--- config.mk ---
export PLATFORM = sky130hd
export DESIGN_NAME = cam_capture_seq
export DESIGN_NICKNAME = d
export VERILOG_FILES = /design/src/rtl/cam_capture_seq.sv
export SDC_FILE = /design/constraint.sdc
export NUM_CORES = 1
export LEC_CHECK = 0
export BUFFER_PORTS_ARGS = -buffer_cell sky130_fd_sc_hd__buf_2
export CORE_ASPECT_RATIO = 0.9
export CORE_MARGIN = 2
export CORE_UTILIZATION = 56
export CTS_BUF_LIST = sky130_fd_sc_hd__clkbuf_8
export DETAILED_ROUTE_END_ITERATION = 10
export PLACE_DENSITY = 0.82
export SETUP_SLACK_MARGIN = 0.1
export SLEW_MARGIN = 20
export SYNTH_ARGS = -nofsm -noshare
export SYNTH_HDL_FRONTEND = slang
export SYNTH_SLANG_ARGS = --single-unit
--- constraint.sdc ---
create_clock -name clk -period 3.55 [get_ports clk]
set_clock_uncertainty 0.1 [all_clocks]
set_input_delay 0.71 -clock clk [delete_from_list [all_inputs] [get_ports clk]]
set_output_delay 0.71 -clock clk [all_outputs]
set_load 0.1 [all_outputs]
--- src/rtl/cam_capture_seq.sv ---
// cam_capture_seq: camera bring-up, per-frame DMA sequencing, timeout supervision and fps status
module cam_capture_seq #(
  parameter int CLK_FREQ_HZ  = 100000000,
  parameter int RST_HOLD_CYC = 1024,
  parameter int TIMEOUT_CYC  = 16777216,
  parameter int FRAME_CNT_W  = 16
) (
  input  logic                   clk,
  input  logic                   resetn,
  input  logic                   cfg_enable,
  input  logic                   cfg_continuous,
  input  logic                   cfg_trigger,
  input  logic                   dma_init_done,
  input  logic                   frame_start,
  input  logic                   dma_done,
  output logic                   mipi_rstn,
  output logic                   dma_start,
  output logic                   dma_abort,
  output logic                   capture_active,
  output logic                   timeout_err,
  output logic [2:0]             state,
  output logic [FRAME_CNT_W-1:0] frame_count,
  output logic [31:0]            frames_per_second
);
  localparam int HW = $clog2(RST_HOLD_CYC + 1);
  localparam int TW = $clog2(TIMEOUT_CYC + 1);
  localparam int WW = $clog2(CLK_FREQ_HZ + 1);
  typedef enum logic [2:0] {
    OFF = 3'd0, RST_HOLD = 3'd1, WAIT_INIT = 3'd2, IDLE = 3'd3,
    ARM = 3'd4, CAPTURE = 3'd5, ERROR = 3'd6
  } st_t;
  st_t cur, nxt;
  logic [HW-1:0] hold_cnt;
  logic [TW-1:0] to_cnt;
  logic [WW-1:0] win_cnt;
  logic [31:0] ev_cnt;
  logic trig_q, trig_ev, expired;
  logic mipi_d, start_d, abort_d, act_d, terr_d;
  assign trig_ev = cfg_trigger & ~trig_q;
  assign expired = to_cnt == '0;
  assign state = cur;
  // state register
  always_ff @(posedge clk or negedge resetn)
    if (!resetn) cur <= OFF;
    else cur <= nxt;
  // next state; a dropped enable wins over everything, completion wins over expiry
  always_comb begin
    nxt = cur;
    if (!cfg_enable) nxt = OFF;
    else
      case (cur)
        OFF:       nxt = RST_HOLD;
        RST_HOLD:  nxt = hold_cnt == '0 ? WAIT_INIT : RST_HOLD;
        WAIT_INIT: nxt = dma_init_done ? IDLE : WAIT_INIT;
        IDLE:      nxt = (trig_ev | cfg_continuous) ? ARM : IDLE;
        ARM:       nxt = frame_start ? CAPTURE : expired ? ERROR : ARM;
        CAPTURE:   nxt = dma_done ? (cfg_continuous ? ARM : IDLE) : expired ? ERROR : CAPTURE;
        ERROR:     nxt = ERROR;
        default:   nxt = OFF;
      endcase
  end
  // next values of the registered outputs
  always_comb begin
    mipi_d  = cur inside {WAIT_INIT, IDLE, ARM, CAPTURE};
    start_d = cur == ARM && nxt == CAPTURE;
    abort_d = cur == CAPTURE && (nxt == OFF || nxt == ERROR);
    act_d   = nxt == ARM || nxt == CAPTURE;
    terr_d  = nxt == ERROR ? 1'b1 : nxt == OFF ? 1'b0 : timeout_err;
  end
  // output registers
  always_ff @(posedge clk or negedge resetn)
    if (!resetn) begin
      mipi_rstn      <= 1'b0;
      dma_start      <= 1'b0;
      dma_abort      <= 1'b0;
      capture_active <= 1'b0;
      timeout_err    <= 1'b0;
    end else begin
      mipi_rstn      <= mipi_d;
      dma_start      <= start_d;
      dma_abort      <= abort_d;
      capture_active <= act_d;
      timeout_err    <= terr_d;
    end
  // MIPI reset hold countdown and trigger edge register
  always_ff @(posedge clk or negedge resetn)
    if (!resetn) begin
      hold_cnt <= '0;
      trig_q   <= 1'b0;
    end else begin
      trig_q <= cfg_trigger;
      if (cur == OFF && nxt == RST_HOLD) hold_cnt <= HW'(RST_HOLD_CYC - 1);
      else if (cur == RST_HOLD && hold_cnt != '0) hold_cnt <= hold_cnt - 1'b1;
    end
  // capture timeout: reloaded on every entry to ARM or CAPTURE
  always_ff @(posedge clk or negedge resetn)
    if (!resetn) to_cnt <= '0;
    else if ((nxt == ARM || nxt == CAPTURE) && nxt != cur) to_cnt <= TW'(TIMEOUT_CYC - 1);
    else if ((cur == ARM || cur == CAPTURE) && !expired) to_cnt <= to_cnt - 1'b1;
  // completed-frame counter, wraps naturally
  always_ff @(posedge clk or negedge resetn)
    if (!resetn) frame_count <= '0;
    else if (cur == CAPTURE && dma_done && cfg_enable) frame_count <= frame_count + 1'b1;
  // free-running fps window, independent of enable
  always_ff @(posedge clk or negedge resetn)
    if (!resetn) begin
      win_cnt           <= '0;
      ev_cnt            <= '0;
      frames_per_second <= '0;
    end else if (win_cnt == WW'(CLK_FREQ_HZ - 1)) begin
      win_cnt           <= '0;
      ev_cnt            <= '0;
      frames_per_second <= ev_cnt + 32'(dma_done);
    end else begin
      win_cnt <= win_cnt + 1'b1;
      if (dma_done) ev_cnt <= ev_cnt + 1'b1;
    end
endmodule

Yosys cells after proc, flatten, opt, wreduce, memory -nomap -nowiden. Cells that the tools add are included. W data, S select, Z words.

Reductions and logical operators: 22. Bitwise logic cells: 3. Multiplexer cells: 19. Add/subtract/negate cells: 6. Eq/ne operators: 12.

Operators by type and width (count): $mux W32 (2); $mux W25 (2); $add A32 B1 Y32 (1); $add A32 B1 Y32 const B (1); $add A27 B1 Y27 const B (1); $eq A27 B27 Y1 const B (1); $mux W27 (1); $logic_not A25 Y1 (1); $sub A25 B1 Y25 const B (1); $mux W11 (2); $pmux W3 S7 (1); $eq A3 B3 Y1 const B (6); $add A16 B1 Y16 const B (1); $mux W3 (4); $logic_not A11 Y1 (1); $reduce_bool A11 Y1 (1); $sub A11 B1 Y11 const B (1); $logic_and A1 B1 Y1 (8); $mux W2 (4); $reduce_bool A2 Y1 (4); $eq A3 B1 Y1 const B (2); $eq A3 B2 Y1 const B (2); $logic_not A3 Y1 (2); $reduce_bool A4 Y1 (1); other kinds (7) (11).

Output and inout bits: 56. Bits in registers: 152. Logic and storage cells: 75.

Depth between registers and ports, before layout. Gate-level depths: netlist (run 1).

Word-level depth: 10. Depth in mapped cells: 9. Depth with buffers taken out: 8.

Worst setup path before layout (run 1). No wires, ideal clock.

Path kind: flip-flop to flip-flop. Start: reg cur[0], in the netlist state[0]. End: reg frame_count[12]. Arrival: 2.645 ns. Path buffers: 3. Library setup time: 0.158 ns. Required time: 3.292 ns. Setup slack: 0.647 ns. Cell stages (with the launch flop): 9. Cells stage by stage: dfrtp_1 -> clkbuf_1 -> clkbuf_1 -> and4_1 -> clkbuf_1 -> nand4_1 -> nor2_1 -> nand3_1 -> xnor2_1.

Word-level cells in the longest chain between the ends: 3.

RTL lines: start, declared (RTL line 32) `st_t cur, nxt;`; start signal, assigned (RTL line 45) `else cur <= nxt;`; $eq A3 B3 Y1 (RTL line 103) `else if (cur == CAPTURE && dma_done && cfg_enable) frame_count <= frame_count + 1'b1;`; $logic_and A1 B1 Y1 (2 in series) (RTL line 103); end signal, assigned (RTL line 103); end, declared (RTL line 22) `output logic [FRAME_CNT_W-1:0] frame_count,`.

No other way between the ends. A chain may end at the register's enable or synchronous reset.

Worst setup path after layout (run 1).
Start: reg to_cnt[3]. End: reg to_cnt[19].

Word-level cells in the longest chain between the ends: 9. Elaborated cells between the ends (all ways): 18. Classes of those cells: 1 x add/sub; 3 x eq/ne; 8 x mux; 6 x reduce/logical.

RTL lines: start, declared (RTL line 34) `logic [TW-1:0] to_cnt;`; start signal, assigned (RTL line 98) `else if ((nxt == ARM || nxt == CAPTURE) && nxt != cur) to_cnt <= TW'(TIMEOUT_CYC - 1);`; start signal, assigned (RTL line 99) `else if ((cur == ARM || cur == CAPTURE) && !expired) to_cnt <= to_cnt - 1'b1;`; $logic_not A25 Y1 (RTL line 40) `assign expired = to_cnt == '0;`; $mux W2, on equally long branches (RTL line 57, 56); $mux W3 / $mux W2 (equally long branches) (RTL line 57, 56); $pmux W3 S7 (RTL line 51) `case (cur)`; $mux W3 (RTL line 49) `if (!cfg_enable) nxt = OFF;`; $eq A3 B3 Y1 (RTL line 98); $logic_or A1 B1 Y1 (RTL line 98); $logic_and A1 B1 Y1 (RTL line 98); $mux W25 / $reduce_bool A2 Y1 (equally long branches).

Several ways; a longest one is shown, not always the timed one. The select of a mux whose other input is x is not followed.

==> out/qor.yml, run 1 <==
grt:
  grt_pass1_vias: 5399
  grt_max_degree: 97
  grt_pass1_wl_um: 26000
  grt_usage: 0.221
  antenna_found_initial: 0
  grt_overflow_total: 0
critical_path:
  cp-end-kind: "register"
  r2r_cells: 6
  reg2reg_setup_slack_ps: 630
  regToRegEndpoint: "to_cnt[19]"
  worstSetupStartpointType: "register"
  critical_path_class: "register to register"
  worstPathArrival_ps: 3080
  r2r_start: "to_cnt[3]"
  worstPathMaxFanout: 25
  worstPathRequired_ps: 3720
placement:
  dp.cells: 987
  io_buffers: 63
  gp_congestion: 0.911
  hpwl_um: 10100
clocking:
  clk-insertion-delay-late_ps: 450
  ctsHtreeMaxLevel: 4
  cts_tree: "yes"
  clockRootBuffer: "clkbuf_8"
  cts_setup_buffers: 0
  path_clk_slew_ps: 80
  cts_inserted_buffers: 17
  cts.sinks: 152
  clockBufferDepth: 2
  cts_resized: 0
  hold_buffers: 0
timing:
  fin_crit_sh: 0.822
  setup-tns-final_ps: 0
  slew_viol_final: 0
  fmax_ghz: 0.343
  setup_viol: 0
  worst-slew-pin-transition_ps: 771
  fin_crit_ps: 2920
  grt_setup_unrepaired: "no"
  max_slew_margin: 0.482
  finalHoldViolCount: 0
outcome:
  status: "completed"
synthesis:
  ys_types: 52
  synth_top_area_share: 0.507
  synthArstFlopShare: 1.00
  synthCells: 783
  ys_ff_latch: 152
  yosys.area.top_type: "dfrtp_1"
  syn-num-nets: 798
  synth_ff_type: "dfrtp_1"
  ys_seq_area_frac: 0.507
  yosysWarnings: 0
  synth.avg_cell_area_um2: 9.59
  synth_edf_count: 0
  synth.area.top_cells: "dfrtp_1 (51%), xnor2_1 (7.1%), xor2_1 (6.5%)"
  syn_area_um2: 7510
drt:
  vias_per_cell: 5.56
  final_antenna_net_count: 0
  wl_per_cell_um: 14.5
  drc: 0
  drt_iter0_markers: 540
  dr.pass1.iters: 5
  num_vias: 5655
  totalWireLength_um: 14800
floorplan:
  die-area_um2: 14400
  coreArea_um2: 13200
  fp.dieH_um: 114
  die_w_um: 126
  start_util: 0.568
  ioPinCount: 64
  fp-row-count: 40
power_and_ir_drop:
  netSwitchingFraction: 0.230
  power_switching_w: 0.000856
  leakagePower_nw: 3.43
  clkPwrFrac: 0.438
  ir_drop_v: 0.000322
  p_total_w: 0.00372
  p_comb_frac: 0.064
  p_int_w: 0.00286
  power.density_nw_per_um2: 440
  seq_power_share: 0.498
cells_and_area:
  mostFrequentLayoutCell: "dfrtp_1"
  antennaDiodeCount: 0
  regArea_um2: 3800
  layout_common_cells: "dfrtp_1 (152), nor2_1 (120), nand2_1 (80)"
  synthToLayoutAreaGrowth_pct: 12.6
  drive_gt1_frac: 0.139
  final.fill_count: 1098
  finalNonFillerCells: 1018
  multi_input_area_um2: 3520
  nets: 853
worst_hold_path:
  hp-class: "input pin to asynchronous set/reset pin"
flow_run:
  drv_cap: 0
-- sequential cells by signal, indices dropped and copies added, names as in the netlist --
name and count:
mipi_rstn 1, state 3, capture_active 1, dma_start 1, frames_per_second 32, trig_q 1, frame_count 16, win_cnt 27
ev_cnt 32, to_cnt 25, timeout_err 1, hold_cnt 11, dma_abort 1
-- layer usage --
| layer | global-route usage | part of all wire | wire length (um) |
|---|---|---|---|
| met1 | 0.320 | 0.48 | 7140 |
| met2 | 0.333 | 0.46 | 6860 |
| met3 | 0.0516 | 0.042 | 619 |
| met4 | 0.0725 | 0.013 | 187 |
| met5 | 0 | 0 | 0 |
-- kinds of logic after synthesis --
family / count (synthesis) / share of synthesized area
xor+xnor: 117 / 0.136
flops: 152 / 0.507
fa+ha+maj: 7 / 0.0117
compound gates: 81 / 0.0663
buf+inv: 45 / 0.0257
mux: 5 / 0.00717
simple gates: 376 / 0.246
-- worst max-delay path: stages (launching register included) --
cell and delay, ps:
dfrtp_1 440, or4_1 620, nor4_1 470, nand4b_1 220, o221a_2 320, o211ai_4 300
o311ai_0 260
-- synth_stat cells, drive strengths merged (2+ instances only) --
library cell / instances
buf: 4
or3: 13
ha: 7
or2: 3
a21o: 2
nor3: 20
clkbuf: 29
nor2: 120
nor4b: 3
nand2: 80
xor2: 56
nand3b: 5
a31oi: 2
mux2: 3
and3: 22
a21oi: 43
xnor2: 61
mux2i: 2
inv: 12
nand2b: 6
or4: 10
nor2b: 9
nor4: 12
nand3: 38
nand4: 22
nand4b: 3
o21ai: 17
and2: 5
a22oi: 3
dfrtp: 152
o211ai: 4
and4: 3
-- power by group through the flow --
| stage | sequential, W | combinational [W] | clock [W] |
|---|---|---|---|
| detailed placement | 0.00189 | 0.000238 | 0 |
| global route | 0.00186 | 0.000276 | 0.00174 |
| CTS | 0.00185 | 0.000244 | 0.00165 |
| floorplan | 0.00185 | 0.000186 | 0 |
| global placement | 0.00188 | 0.000229 | 0 |
| finish | 0.00185 | 0.000239 | 0.00163 |
-- worst max path at each step --
stage | start | to | depth (start not counted)
after global placement | dma_done | frames_per_second[26] | 9
after CTS | hold_cnt[4] | to_cnt[19] | 6
final | to_cnt[3] | to_cnt[19] | 6
after floorplan | state[0] | frame_count[12] | 8
after detailed placement | dma_done | frames_per_second[26] | 9
after global routing | hold_cnt[4] | to_cnt[19] | 6
-- stage by stage --
step           hold WS, ps  utilization  worst slack (ps)  instance area [um2]
6_report               211        0.640               632                 8450
5_1_grt                241        0.640               417                 8450
4_1_cts                223        0.640               621                 8450
3_5_place_dp           358        0.602               429                 7960
3_3_place_gp           355        0.602               492                 7960
2_1_floorplan          314            -               647                 7510
-- cell type report --
cell class,count,area share
inverters,12,0.00533
repair buffers,69,0.0449
flip-flops and latches,152,0.450
clock buffers,18,0.0293
clock inverters,13,0.0295
multi-input cells,586,0.416
well taps,168,0.0249
Power figures use the tool's default switching activity.
==> run 2: changes to the inputs <==
--- a/config.mk
+++ b/config.mk
@@ -11,7 +11,7 @@
 export CORE_UTILIZATION = 56
 export CTS_BUF_LIST = sky130_fd_sc_hd__clkbuf_8
 export DETAILED_ROUTE_END_ITERATION = 10
-export PLACE_DENSITY = 0.82
+export PLACE_DENSITY = 0.84
 export SETUP_SLACK_MARGIN = 0.1
 export SLEW_MARGIN = 20
 export SYNTH_ARGS = -nofsm -noshare
==> constraint.sdc (replaced) <==
create_clock -name clk -period 2.6 [get_ports clk]
set_clock_uncertainty 0.1 [all_clocks]
set_input_delay 0.52 -clock clk [delete_from_list [all_inputs] [get_ports clk]]
set_output_delay 0.52 -clock clk [all_outputs]
set_load 0.1 [all_outputs]
==> out/qor.yml, run 2 (same netlist as run 1, synthesis figures left out) <==
outcome:
  status: "finished, violations left"  # was completed
  violations: "setup timing"
clocking:
  path_clk_slew_ps: 80  # about the same
  clockBufferDepth: 2  # unchanged
  cts_inserted_buffers: 17  # unchanged
  cts.sinks: 152  # unchanged
  ctsHtreeMaxLevel: 4  # unchanged
  clk-insertion-delay-late_ps: 460  # was 450 ps
  cts_tree: "yes"  # unchanged
  clockRootBuffer: "clkbuf_8"  # unchanged
timing:
  grt_setup_unrepaired: "yes"  # was no
  finalHoldViolCount: 0  # unchanged
  fin_ws_ps: -12.6  # was 632 ps
  fin_crit_ps: 2610  # was 2920 ps
  slew_viol_final: 0  # unchanged
  fin_crit_sh: 1.00  # was 0.822
  max_slew_margin: 0.627  # was 0.482
  worst-slew-pin-transition_ps: 551  # was 771 ps
  fmax_ghz: 0.383  # was 0.343 GHz
  setup_viol: 2  # was 0
critical_path:
  reg2reg_setup_slack_ps: -10  # was 630 ps
  worstSetupStartpointType: "register"  # unchanged
  crit_end: "to_cnt[2]"  # was to_cnt[19]
  regToRegEndpoint: "to_cnt[2]"  # was to_cnt[19]
  worstPathArrival_ps: 2880  # was 3080 ps
  cp-end-kind: "register"  # unchanged
  r2r_start: "to_cnt[16]"  # was to_cnt[3]
  worstPathRequired_ps: 2870  # was 3720 ps
  r2r_cells: 7  # was 6
  worstPathMaxFanout: 5  # was 25
  crit_path_start: "to_cnt[16]"  # was to_cnt[3]
  critical_path_class: "register to register"  # unchanged
power_and_ir_drop:
  ir_drop_v: 0.000421  # was 0.000322 V
  netSwitchingFraction: 0.243  # was 0.230
  power.density_nw_per_um2: 543  # was 440 nW/um2
  clkPwrFrac: 0.402  # was 0.438
  p_int_w: 0.00363  # was 0.00286 W
  p_comb_frac: 0.071  # was 0.064
  power_switching_w: 0.00117  # was 0.000856 W
  seq_power_share: 0.528  # was 0.498
  leakagePower_nw: 3.63  # was 3.43 nW
floorplan:
  fp.dieH_um: 114  # unchanged
  coreArea_um2: 13200  # unchanged
  start_util: 0.568  # unchanged
  die_w_um: 126  # unchanged
  ioPinCount: 64  # unchanged
  die-area_um2: 14400  # unchanged
  fp-row-count: 40  # unchanged
placement:
  hpwl_um: 10700  # was 10100 um
  gp_congestion: 0.879  # was 0.911
  io_buffers: 63  # unchanged
  placed_cell_area_um2: 8270  # was 7960 um2
cells_and_area:
  drive_gt1_frac: 0.197  # was 0.139
  mostFrequentLayoutCell: "dfrtp_1"  # unchanged
  design_area_um2: 8840  # was 8450 um2
  nets: 895  # was 853
  final.fill_count: 1011  # was 1098
  synthToLayoutAreaGrowth_pct: 17.7  # was 12.6%
  antennaDiodeCount: 0  # unchanged
  layout_common_cells: "dfrtp_1 (149), nor2_1 (119), nand2_1 (74)"  # was dfrtp_1 (152), nor2_1 (120), nand2_1 (80)
  final_util: 0.669  # was 0.640
  top_regs: "ev_cnt: 32 flops, frames_per_second: 32 flops, win_cnt: 27 flops"  # unchanged
worst_hold_path:
  whs_path_depth: 1
  hp-class: "input pin to register"  # was input pin to asynchronous set/reset pin
grt:
  grt_pass1_wl_um: 26100  # was 26000 um
  grt_usage: 0.225  # was 0.221
  grt_pass1_vias: 5587  # was 5399
  grt_overflow_total: 0  # unchanged
  antenna_found_initial: 0  # unchanged
  grt_max_degree: 59  # was 97
drt:
  totalWireLength_um: 15500  # was 14800 um
  drt_iter0_markers: 388  # was 540
  drc: 0  # unchanged
  final_antenna_net_count: 0  # unchanged
  wl_per_cell_um: 14.6  # was 14.5 um
  vias_per_cell: 5.53  # was 5.56
  num_vias: 5858  # was 5655
  dr.pass1.iters: 5  # unchanged
flow_run:
  drv_cap: 0  # unchanged
-- run 2: cell count changes in the layout (fill, tap and decap cells not counted), moves of 2 or more --
cell	change
nor4_2	+3
dfrtp_2	+2
buf_12	+4
dfrtp_1	-3
nor4_1	-3
clkinv_2	+3
nand2_2	+5
nand2_1	-6
bufinv_16	-3
buf_4	+36
-- run 2: per-stage QoR --
stage / instances / setup slack, ps / power, W / hold slack, ps / TNS [ps]
floorplan: 783 / 108 / 0.00278 / 124 / 0
global placement: 1022 / 8.87 / 0.00290 / 357 / 0
detailed placement: 1022 / -70.0 / 0.00292 / 361 / -698
CTS: 1056 / 1.43 / 0.00485 / 52.6 / 0
global route: 1060 / -90.0 / 0.00501 / 58.8 / -1040
finish: 1060 / -12.6 / 0.00480 / 80.2 / -19.1
-- run 2: how the worst min path moves through the flow --
stage	startpoint	to	slack, ps
floorplan	resetn	capture_active	120
global placement	resetn	hold_cnt[10]	360
detailed placement	resetn	hold_cnt[10]	360
CTS	cfg_trigger	trig_q	50
global route	cfg_trigger	trig_q	60
finish	cfg_trigger	trig_q	80
-- run 2: power by group through the flow --
| stage | registers [W] | logic, W | clock network (W) |
|---|---|---|---|
| CTS | 0.00253 | 0.000346 | 0.00198 |
| global route | 0.00255 | 0.000391 | 0.00207 |
| detailed placement | 0.00258 | 0.000344 | 0 |
| global placement | 0.00257 | 0.000327 | 0 |
| finish | 0.00253 | 0.000339 | 0.00193 |
| floorplan | 0.00253 | 0.000254 | 0 |
-- run 2: repair_timing --
| item | CTS | global route |
|---|---|---|
| endpoints found under the setup margin | 23 | 28 |
| gates resized for setup | 9 | 8 |
| hold buffers | 1 | 0 |
| pin swaps | 2 | 0 |
| buffers inserted | 2 | 4 |
| hold endpoints to repair | 38 | 0 |
-- run 2: cell type report --
cell class	count	area [um2]	area share
clock inverters	13	178	0.0201
flip-flops and latches	152	3810	0.431
repair buffers	111	751	0.0850
clock buffers	18	248	0.0280
well taps	168	210	0.0238
multi-input cells	586	3590	0.407
inverters	12	45.0	0.00510
-- run 2: critical path: stages (launching register included) --
cell      delay [ps]
dfrtp_1          380
or4_4            550
or4_4            500
or3_4            350
a22oi_2          220
o211ai_4         170
buf_12           170
o211ai_1          80
-- run 2: metal layers --
layer / GRT usage / vias up / part of all wire
li1: - / 2872 / -
met1: 0.310 / 2836 / 0.46
met2: 0.359 / 127 / 0.49
met3: 0.0492 / 23 / 0.038
met4: 0.0725 / 0 / 0.014
met5: 0 / - / 0
==> run 3: changes to the inputs <==
--- a/config.mk
+++ b/config.mk
@@ -6,13 +6,14 @@
 export NUM_CORES = 1
 export LEC_CHECK = 0
 export BUFFER_PORTS_ARGS = -buffer_cell sky130_fd_sc_hd__buf_2
-export CORE_ASPECT_RATIO = 0.9
+export CORE_ASPECT_RATIO = 0.75
 export CORE_MARGIN = 2
 export CORE_UTILIZATION = 56
 export CTS_BUF_LIST = sky130_fd_sc_hd__clkbuf_8
 export DETAILED_ROUTE_END_ITERATION = 10
-export PLACE_DENSITY = 0.84
+export PLACE_DENSITY = 0.82
 export SETUP_SLACK_MARGIN = 0.1
+export SKIP_CTS_REPAIR_TIMING = 1
 export SLEW_MARGIN = 20
 export SYNTH_ARGS = -nofsm -noshare
 export SYNTH_HDL_FRONTEND = slang
==> constraint.sdc (replaced) <==
create_clock -name clk -period 2.7 [get_ports clk]
set_clock_uncertainty 0.1 [all_clocks]
set_input_delay 0.54 -clock clk [delete_from_list [all_inputs] [get_ports clk]]
set_output_delay 0.54 -clock clk [all_outputs]
set_load 0.1 [all_outputs]
==> out/qor.yml, run 3 (same netlist as run 1, synthesis figures left out) <==
outcome:
  status: "finished, violations left"  # unchanged
  violations: "setup timing"  # unchanged
placement:
  hpwl_um: 10800  # was 10700 um
  gp_congestion: 0.895  # was 0.879
  io_buffers: 63  # unchanged
critical_path:
  cp-end-kind: "register"  # unchanged
  slowest_stage: "or4_4"  # unchanged
  reg2reg_setup_slack_ps: -30  # was -10 ps
  worstPathArrival_ps: 3020  # was 2880 ps
  crit_path_frequent_cell: "or4_4"  # unchanged
  worstPathMaxFanout: 7  # was 5
  critical_path_class: "register to register"  # unchanged
  cpPeakStageDelay_ps: 550  # about the same
  worstPathCellList: "or4_4 -> or4_4 -> or3_4 -> a22oi_2 -> o211ai_4 -> clkbuf_16 -> nand2_1"  # was or4_4 -> or4_4 -> or3_4 -> a22oi_2 -> o211ai_4 -> buf_12 -> o211ai_1
  worstSetupStartpointType: "register"  # unchanged
  worstPathRequired_ps: 2990  # was 2870 ps
power_and_ir_drop:
  p_int_w: 0.00342  # was 0.00363 W
  seq_power_share: 0.530  # was 0.528
  power_switching_w: 0.00118  # was 0.00117 W
  p_comb_frac: 0.073  # was 0.071
  ir_drop_v: 0.000328  # was 0.000421 V
  clkPwrFrac: 0.397  # was 0.402
  power.density_nw_per_um2: 524  # was 543 nW/um2
  netSwitchingFraction: 0.257  # was 0.243
  leakagePower_nw: 3.59  # was 3.63 nW
cells_and_area:
  final.fill_count: 1008  # was 1011
  synthToLayoutAreaGrowth_pct: 17.0  # was 17.7%
  final_util: 0.673  # was 0.669
  layout_common_cells: "dfrtp_1 (149), nor2_1 (120), nand2_1 (69)"  # was dfrtp_1 (149), nor2_1 (119), nand2_1 (74)
  drive_gt1_frac: 0.192  # was 0.197
  nets: 888  # was 895
  antennaDiodeCount: 0  # unchanged
  top_regs: "ev_cnt: 32 flops, frames_per_second: 32 flops, win_cnt: 27 flops"  # unchanged
  mostFrequentLayoutCell: "dfrtp_1"  # unchanged
clocking:
  clockRootBuffer: "clkbuf_8"  # unchanged
  ctsHtreeMaxLevel: 4  # unchanged
  cts_tree: "yes"  # unchanged
  clockBufferDepth: 2  # unchanged
  clk-insertion-delay-late_ps: 450  # was 460 ps
  cts_inserted_buffers: 17  # unchanged
  cts.sinks: 152  # unchanged
  path_clk_slew_ps: 90  # was 80 ps
grt:
  grt_max_degree: 65  # was 59
  grt_usage: 0.229  # was 0.225
  antenna_found_initial: 0  # unchanged
  grt_overflow_total: 0  # unchanged
  grt_pass1_vias: 5514  # was 5587
  grt_pass1_wl_um: 26300  # was 26100 um
timing:
  worst-slew-pin-transition_ps: 672  # was 551 ps
  setup_viol: 20  # was 2
  slew_viol_final: 0  # unchanged
  fin_crit_sh: 1.01  # was 1.00
  fin_crit_ps: 2730  # was 2610 ps
  fin_ws_ps: -29.7  # was -12.6 ps
  setup-tns-final_ps: -289  # was -19.1 ps
  grt_setup_unrepaired: "yes"  # unchanged
  finalHoldViolCount: 0  # unchanged
  fmax_ghz: 0.366  # was 0.383 GHz
  max_slew_margin: 0.548  # was 0.627
worst_hold_path:
  hp-class: "input pin to register"  # unchanged
floorplan:
  coreArea_um2: 13100  # was 13200 um2
  die_w_um: 138  # was 126 um
  ioPinCount: 64  # unchanged
  fp.dieH_um: 104  # was 114 um
  start_util: 0.575  # was 0.568
  fp-row-count: 36  # was 40
  die-area_um2: 14400  # about the same
drt:
  num_vias: 5872  # was 5858
  drt_iter0_markers: 361  # was 388
  wl_per_cell_um: 15.0  # was 14.6 um
  drc: 0  # unchanged
  final_antenna_net_count: 0  # unchanged
  totalWireLength_um: 15900  # was 15500 um
  vias_per_cell: 5.56  # was 5.53
  dr.pass1.iters: 5  # unchanged
flow_run:
  drv_cap: 0  # unchanged
## run 3: cell count changes in the layout (fill, tap and decap cells not counted), sizes merged
cell / delta
bufinv: -1
clkinvlp: +3
o211ai: +1
buf: -9
inv: +2
clkbuf: +1
clkinv: -3
## run 3: through the flow
step	worst slack [ps]	instance area, um2	std cells	total power, W	hold WS [ps]
finish	-29.7	8790	1057	0.00460	101
global route	-101	8790	1057	0.00480	71.2
CTS	14.6	8640	1051	0.00463	-34.6
detailed placement	50.0	8220	1019	0.00281	361
global placement	91.3	8220	1019	0.00279	357
floorplan	133	7510	783	0.00268	144
## run 3: final cells by class
class,instances,area (um2),area share
timing repair buffer,103,692,0.0787
clock buffer,18,248,0.0282
multi-input combinational,587,3600,0.410
sequential,152,3810,0.434
clock inverter,14,175,0.0199
inverter,12,45.0,0.00513
tap,171,214,0.0243
## run 3: worst paths after layout
kind / depth (start not counted) / start / endpoint
setup / recovery: 7 / to_cnt[13] / to_cnt[16]
hold / removal: 1 / cfg_trigger / trig_q
setup reg to reg: 7 / to_cnt[13] / to_cnt[16]
hold reg to reg: 1 / frame_count[15] / frame_count[15]
max in group asynchronous: 3 / resetn / win_cnt[26]
min in group asynchronous: 2 / resetn / hold_cnt[0]
## run 3: layer usage
metal	wire length, um	up-vias	global-route usage
met5	0	-	0
li1	-	2855	-
met2	7180	162	0.336
met3	830	15	0.0526
met1	7740	2840	0.349
met4	161	0	0.0503
## run 3: critical path, delay by kind of cell (launching register included)
kind                   cells  cell delay [ps]
AO/OA/AOI/OAI              2              460
buffers and inverters      1              220
flip-flops                 1              390
AND/OR/NAND/NOR            4             1510
## run 3: power groups by stage
stage | logic (W) | clock network, W | registers (W)
5_1_grt | 0.000385 | 0.00196 | 0.00245
3_3_place_gp | 0.000311 | 0 | 0.00248
2_1_floorplan | 0.000244 | 0 | 0.00243
3_5_place_dp | 0.000328 | 0 | 0.00248
4_1_cts | 0.000332 | 0.00187 | 0.00244
6_report | 0.000335 | 0.00183 | 0.00244
